$ cat src/rtl/image_stream_src.sv
// image_stream_src: fetches an RGB888 frame from word-addressed memory, applies a runtime
// per-pixel operation and streams PPC pixels per beat with VSYNC/HSYNC framing.
module image_stream_src #(
  parameter int WIDTH          = 768,
  parameter int HEIGHT         = 512,
  parameter int PPC            = 2,
  parameter int START_UP_DELAY = 100,
  parameter int HSYNC_DELAY    = 160,
  parameter int BOTTOM_UP      = 1,
  parameter int ADDR_W         = 20
) (
  input  logic                HCLK,
  input  logic                HRESETn,
  input  logic                start,
  input  logic [2:0]          mode,
  input  logic [7:0]          value,
  input  logic [7:0]          threshold,
  output logic                mem_rd,
  output logic [ADDR_W-1:0]   mem_addr,
  input  logic [24*PPC-1:0]   mem_rdata,
  output logic                out_valid,
  input  logic                out_ready,
  output logic [24*PPC-1:0]   out_data,
  output logic                out_sol,
  output logic                out_eol,
  output logic                VSYNC,
  output logic                HSYNC,
  output logic                ctrl_done,
  output logic                busy
);

  localparam int          DW       = 24 * PPC;
  localparam int          WPL      = WIDTH / PPC;
  localparam logic [15:0] VS_END   = 16'(START_UP_DELAY);
  localparam logic [15:0] HS_END   = 16'(HSYNC_DELAY);
  localparam logic [15:0] LAST_COL = 16'(WPL - 1);
  localparam logic [15:0] LAST_ROW = 16'(HEIGHT - 1);

  typedef enum logic [2:0] {
    ST_IDLE, ST_VSYNC, ST_HSYNC, ST_DATA, ST_DRAIN
  } state_t;

  typedef struct packed {
    logic          sol;
    logic          eol;
    logic [DW-1:0] data;
  } beat_t;

  state_t        state;
  logic [15:0]   vsync_cnt, hsync_cnt, row, colw;
  logic [2:0]    mode_q;
  logic [7:0]    value_q, thr_q;
  logic          rd_pend, pend_sol, pend_eol;
  beat_t         fifo_mem [2];
  logic          wr_ptr, rd_ptr;
  logic [1:0]    fifo_cnt;
  logic          pop, can_issue;
  logic [2:0]    level;
  logic [15:0]   row_eff;
  logic [DW-1:0] proc_data;

  function automatic logic [23:0] proc_pixel(input logic [23:0] px, input logic [2:0] op,
                                             input logic [7:0] val, input logic [7:0] thr);
    logic [23:0] res;
    logic [9:0]  sum;
    logic [9:0]  lim;
    logic [8:0]  t;
    res = px;
    t   = '0;
    sum = 10'(px[23:16]) + 10'(px[15:8]) + 10'(px[7:0]);
    lim = 10'(thr) * 10'd3;
    for (int c = 0; c < 3; c++) begin
      case (op)
        3'd1: begin
          t = {1'b0, px[8*c +: 8]} + {1'b0, val};
          res[8*c +: 8] = t[8] ? 8'hFF : t[7:0];
        end
        3'd2: begin
          // A borrow out of the 9-bit difference means the result went negative.
          t = {1'b0, px[8*c +: 8]} - {1'b0, val};
          res[8*c +: 8] = t[8] ? 8'h00 : t[7:0];
        end
        3'd3:    res[8*c +: 8] = ~px[8*c +: 8];
        3'd4:    res[8*c +: 8] = (sum >= lim) ? 8'hFF : 8'h00;
        default: ;
      endcase
    end
    return res;
  endfunction

  always_comb begin
    // NOTE: blocking assignments with a default first, so every path assigns and no latch forms.
    proc_data = '0;
    for (int k = 0; k < PPC; k++)
      proc_data[24*k +: 24] = proc_pixel(mem_rdata[24*k +: 24], mode_q, value_q, thr_q);
  end

  // Issue only while the FIFO can absorb everything already requested.
  assign out_valid = (fifo_cnt != 2'd0);
  assign pop       = out_valid & out_ready;
  assign level     = 3'(fifo_cnt) + 3'(rd_pend) - 3'(pop);
  assign can_issue = (level < 3'd2);
  assign mem_rd    = (state == ST_DATA) && can_issue;
  assign row_eff   = (BOTTOM_UP != 0) ? (LAST_ROW - row) : row;
  assign mem_addr  = mem_rd ? (ADDR_W'(row_eff) * ADDR_W'(WPL) + ADDR_W'(colw)) : '0;

  assign out_data  = fifo_mem[rd_ptr].data;
  assign out_sol   = fifo_mem[rd_ptr].sol;
  assign out_eol   = fifo_mem[rd_ptr].eol;

  always_ff @(posedge HCLK or negedge HRESETn) begin
    // NOTE: sequential state uses non-blocking assignments so all flops update together.
    if (!HRESETn) begin
      state     <= ST_IDLE;
      vsync_cnt <= '0;
      hsync_cnt <= '0;
      row       <= '0;
      colw      <= '0;
      mode_q    <= '0;
      value_q   <= '0;
      thr_q     <= '0;
      VSYNC     <= 1'b0;
      HSYNC     <= 1'b0;
      busy      <= 1'b0;
      ctrl_done <= 1'b0;
    end else begin
      ctrl_done <= 1'b0;
      case (state)
        ST_IDLE: begin
          if (start) begin
            mode_q  <= mode;
            value_q <= value;
            thr_q   <= threshold;
            state   <= ST_VSYNC;
            VSYNC   <= 1'b1;
            busy    <= 1'b1;
          end
        end
        ST_VSYNC: begin
          if (vsync_cnt == VS_END) begin
            vsync_cnt <= '0;
            state     <= ST_HSYNC;
            VSYNC     <= 1'b0;
          end else begin
            vsync_cnt <= vsync_cnt + 16'd1;
          end
        end
        ST_HSYNC: begin
          if (hsync_cnt == HS_END) begin
            hsync_cnt <= '0;
            state     <= ST_DATA;
            HSYNC     <= 1'b1;
          end else begin
            hsync_cnt <= hsync_cnt + 16'd1;
          end
        end
        ST_DATA: begin
          if (mem_rd) begin
            if (colw == LAST_COL) begin
              colw  <= '0;
              HSYNC <= 1'b0;
              if (row == LAST_ROW) begin
                row   <= '0;
                state <= ST_DRAIN;
              end else begin
                row   <= row + 16'd1;
                state <= ST_HSYNC;
              end
            end else begin
              colw <= colw + 16'd1;
            end
          end
        end
        ST_DRAIN: begin
          // Final beat leaves when it is the only one held and nothing is still in flight.
          if (pop && (fifo_cnt == 2'd1) && !rd_pend) begin
            state     <= ST_IDLE;
            busy      <= 1'b0;
            ctrl_done <= 1'b1;
          end
        end
        default: begin
          state <= ST_IDLE;
          VSYNC <= 1'b0;
          HSYNC <= 1'b0;
          busy  <= 1'b0;
        end
      endcase
    end
  end

  always_ff @(posedge HCLK or negedge HRESETn) begin
    if (!HRESETn) begin
      rd_pend  <= 1'b0;
      pend_sol <= 1'b0;
      pend_eol <= 1'b0;
    end else begin
      rd_pend  <= mem_rd;
      pend_sol <= mem_rd && (colw == 16'd0);
      pend_eol <= mem_rd && (colw == LAST_COL);
    end
  end

  always_ff @(posedge HCLK or negedge HRESETn) begin
    if (!HRESETn) begin
      // NOTE: the two storage entries are reset because they drive out_data directly.
      fifo_mem[0] <= '0;
      fifo_mem[1] <= '0;
      wr_ptr      <= 1'b0;
      rd_ptr      <= 1'b0;
      fifo_cnt    <= '0;
    end else begin
      if (rd_pend) begin
        fifo_mem[wr_ptr] <= {pend_sol, pend_eol, proc_data};
        wr_ptr           <= ~wr_ptr;
      end
      if (pop)
        rd_ptr <= ~rd_ptr;
      fifo_cnt <= fifo_cnt + 2'(rd_pend) - 2'(pop);
    end
  end

endmodule

$ cat config.mk
export PLATFORM = sky130hd
export DESIGN_NAME = image_stream_src
export DESIGN_NICKNAME = d
export VERILOG_FILES = /design/src/rtl/image_stream_src.sv
export SDC_FILE = /design/constraint.sdc
export NUM_CORES = 1
export LEC_CHECK = 0
export CAP_MARGIN = 15
export CORE_MARGIN = 2
export CORE_UTILIZATION = 45
export CTS_CLUSTER_DIAMETER = 150
export DETAILED_ROUTE_END_ITERATION = 16
export PLACE_DENSITY_LB_ADDON = 0.08
export REMOVE_ABC_BUFFERS = 1
export SKIP_LAST_GASP = 1
export SYNTH_ARGS = -nofsm -noshare
export SYNTH_HDL_FRONTEND = slang
export SYNTH_SLANG_ARGS = --single-unit
$ cat constraint.sdc
create_clock -name HCLK -period 4.96 [get_ports HCLK]
set_clock_uncertainty 0.05 [all_clocks]
set_input_delay 0.744 -clock HCLK [delete_from_list [all_inputs] [get_ports HCLK]]
set_output_delay 0.744 -clock HCLK [all_outputs]
set_load 0.02 [all_outputs]
==> flow_metrics.env <==
export IMPL_outcome="complete, no violations"
export IMPL_h_tree_depth=4
export IMPL_p_per_area_mw_per_mm2=653
export IMPL_drt_iter0_markers=1014
export IMPL_initial_core_util=0.457
export IMPL_grt_pass1_vias=15900
export IMPL_clk_path_buf_depth=2
export IMPL_worstSetupStartpointType="input pin"
export IMPL_die_width_um=200
export IMPL_first_pass_iters=7
export IMPL_yosysTopAreaCell="dfrtp_1"
export IMPL_period_needed_ns=4.73
export IMPL_end_kind="register"
export IMPL_vias=16100
export IMPL_yosys_area_top_type_share=0.286
export IMPL_grt_max_degree=89
export IMPL_drv_slew=0
export IMPL_syn_mean_instance_area_sq_um=8.42
export IMPL_crit_type="in -> reg"
export IMPL_crit_arrival_ns=4.98
export IMPL_tightest_slew_ns=1.07
export IMPL_synthCells=2051
export IMPL_fillCellCount=3562
export IMPL_dieHeight_um=200
export IMPL_synth_flop_cell="dfrtp_1"
export IMPL_via_per_inst=5.84
export IMPL_yosys_top_cells_count="o21ai_0 (221), nand2_1 (208), dfrtp_1 (197)"
export IMPL_yosys_warnings=0
export IMPL_gp_congestion=0.939
export IMPL_rows=71
export IMPL_post_route_period_util=0.953
export IMPL_wirelength_um=56500
export IMPL_synthTopCellsByArea="dfrtp_1 (29%), ha_1 (13%), o21ai_0 (6.4%), nand2_1 (4.5%), mux2_2 (4.4%)"
export IMPL_synth_compound_area_frac=0.234
export IMPL_drc=0
export IMPL_setup_viol=0
export IMPL_synth_fa_ha_area_frac=0.168
export IMPL_grt_pass1_wl_um=88000
export IMPL_yosysSeqAreaShare=0.286
export IMPL_cts_sinks=197
export IMPL_ios=147
export IMPL_clk_latency_ns=0.46
export IMPL_cts_root_buf="clkbuf_16"
export IMPL_numCtsBuffers=17
export IMPL_max_slew_margin_rel=0.285
export IMPL_crit_path_max_fanout=5
export IMPL_final_util=0.543
export IMPL_min_path_type="in -> async"
export IMPL_synth_top_family_by_area="compound AO/OA/AOI/OAI gates"
export IMPL_core_area_sq_mm=0.0378
export IMPL_fmax_mhz=211
export IMPL_nets=2511
export IMPL_hold_violations=0
export IMPL_fin_ws_ns=0.231
export IMPL_synth_cell_types=87
export IMPL_ant_nets=0
export IMPL_ys_seq_elements=197
export IMPL_clk_pin_slew_worst_paths_ns=0.07
export IMPL_worstPathRequired_ns=5.21
export IMPL_die_area_sq_mm=0.0399
export IMPL_place_ws_ns=-0.472
export IMPL_async_reset_ff_frac=1.00
export IMPL_cts_tree="built"
export IMPL_synth_edff_count=0
export IMPL_rsz0062_at_grt="no"
export IMPL_synth_most_common_cell="o21ai_0"
export IMPL_grt_ovfl_total=0
export IMPL_syn_area_sq_mm=0.0173
export IMPL_power_leakage_nw=9.10
export IMPL_routedWlPerCell_um=20.5
export IMPL_synthMuxAreaShare=0.0484
export IMPL_antenna_found_initial=2
export IMPL_dp_hpwl_um=41900
export IMPL_globalRouteTotalUtil=0.288
export IMPL_syn_to_final_growth_pct=18.8
export IMPL_maxCapViolations=0
export IMPL_synth_simple_area_share=0.162
export IMPL_drive_gt1_frac=0.116
export IMPL_power_total_mw=13.4
export IMPL_port_buffers=146
export IMPL_vdd_drop_max_v=0.000294
export IMPL_synth_xor_area_frac=0.0512
-- layout make-up --
type                       instances  area [sq um]  area share
antenna                            1          2.50    0.000122
clock buffer                      20           447      0.0218
clock inverter                    12           139     0.00677
inverter                         134           503      0.0245
multi-input combinational       1624         11500       0.563
sequential                       197          4930       0.240
tap                              511           639      0.0312
timing repair buffer             255          2310       0.113
-- logic make-up after synthesis --
kind of cell	Yosys count
buffers and inverters	230
multiplexers	75
AND/OR/NAND/NOR	595
XOR/XNOR	101
flip-flops	197
AO/OA/AOI/OAI	642
adder cells (fa/ha/maj)	211
-- per-stage QoR --
step / setup TNS (ns) / area (sq um) / hold slack [ns] / instances
after floorplan: 0 / 16900 / 0.388 / 1955
after global placement: -20.82 / 19800 / 0.405 / 2720
after detailed placement: -28.09 / 19800 / 0.411 / 2720
after CTS: 0 / 20400 / 0.301 / 2752
after global routing: 0 / 20500 / 0.330 / 2753
final: 0 / 20500 / 0.263 / 2754
-- routing by layer --
layer / part of all wire / GRT usage / up-vias / wire length (um)
met1: 0.43 / 0.367 / 7800 / 24300
met5: 0.00041 / 0 / - / 23
met3: 0.064 / 0.0507 / 117 / 3620
met2: 0.47 / 0.487 / 500 / 26600
li1: - / - / 7676 / -
met4: 0.034 / 0.111 / 4 / 1940
-- power breakdown --
group / switching [mW] / leakage, nW / internal [mW]
Sequential: 0.436 / 2.47 / 2.16
Combinational: 5.52 / 6.35 / 3.85
Clock: 0.708 / 0.280 / 0.728
-- sequential cells by signal, indices dropped and copies added (netlist names) --
signal     flops
VSYNC          1
value_q        8
fifo_cnt       2
wr_ptr         1
ctrl_done      1
pend_sol       1
hsync_cnt     16
state          3
thr_q          8
colw          16
rd_ptr         1
pend_eol       1
mode_q         3
rd_pend        1
busy           1
row           16
HSYNC          1
fifo_mem     100
vsync_cnt     16
-- cell usage in the layout, fill, tap and decap left out, drive strengths merged, types with 7 or more instances in the layout --
| cell | n |
|---|---|
| a211oi | 27 |
| clkdlybuf4s50 | 138 |
| xnor2 | 72 |
| nor3b | 8 |
| nor4 | 8 |
| and3 | 30 |
| o221ai | 7 |
| nor2b | 22 |
| o21ai | 232 |
| ha | 177 |
| o21a | 14 |
| or2 | 7 |
| nand3 | 40 |
| a221oi | 8 |
| nor3 | 30 |
| nand4 | 15 |
| a22oi | 8 |
| dfrtp | 197 |
| nor2 | 164 |
| o32ai | 7 |
| clkbuf | 22 |
| a21oi | 124 |
| o211ai | 17 |
| a22o | 7 |
| nor4b | 7 |
| inv | 138 |
| or3 | 8 |
| a21o | 22 |
| fa | 34 |
| nand2b | 27 |
| mux2i | 7 |
| o22ai | 25 |
| buf | 109 |
| a31oi | 28 |
| nand2 | 208 |
| xor2 | 29 |
| mux2 | 68 |
| o31ai | 29 |
| o21bai | 22 |
-- worst paths after layout --
check	cells past startpoint	from	endpoint	slack [ns]
max	22	mem_rdata[33]	fifo_mem[75]	0.23
min	1	HRESETn	fifo_mem[79]	0.26
max reg2reg	20	thr_q[0]	fifo_mem[75]	1.01
min reg2reg	1	row[15]	row[15]	0.42
max in group asynchronous	2	HRESETn	vsync_cnt[11]	3.50
min in group HCLK	1	row[15]	row[15]	0.42
-- timing repair --
action | in CTS | in global routing
setup endpoints to repair | 5 | 102
pin swaps | 0 | 7
hold buffers | 0 | 0
buffers inserted | 0 | 1
resized for setup | 4 | 33
-- critical path, cell delays in order --
cell and delay [ns]:
clkdlybuf4s50_1 0.50, inv_2 0.07, fa_1 0.49, inv_1 0.04
ha_1 0.22, fa_2 0.36, a21oi_2 0.12, nor2_1 0.05
nor2_2 0.18, buf_4 0.14, xnor2_1 0.11, ha_1 0.26
a211oi_1 0.29, o211a_1 0.22, o21ai_2 0.06, a211oi_2 0.18
buf_4 0.20, buf_4 0.15, nor2_1 0.06, a221o_1 0.29
o21ai_0 0.11, o21ai_0 0.11
Note: power is estimated with default switching activity, not from simulation.
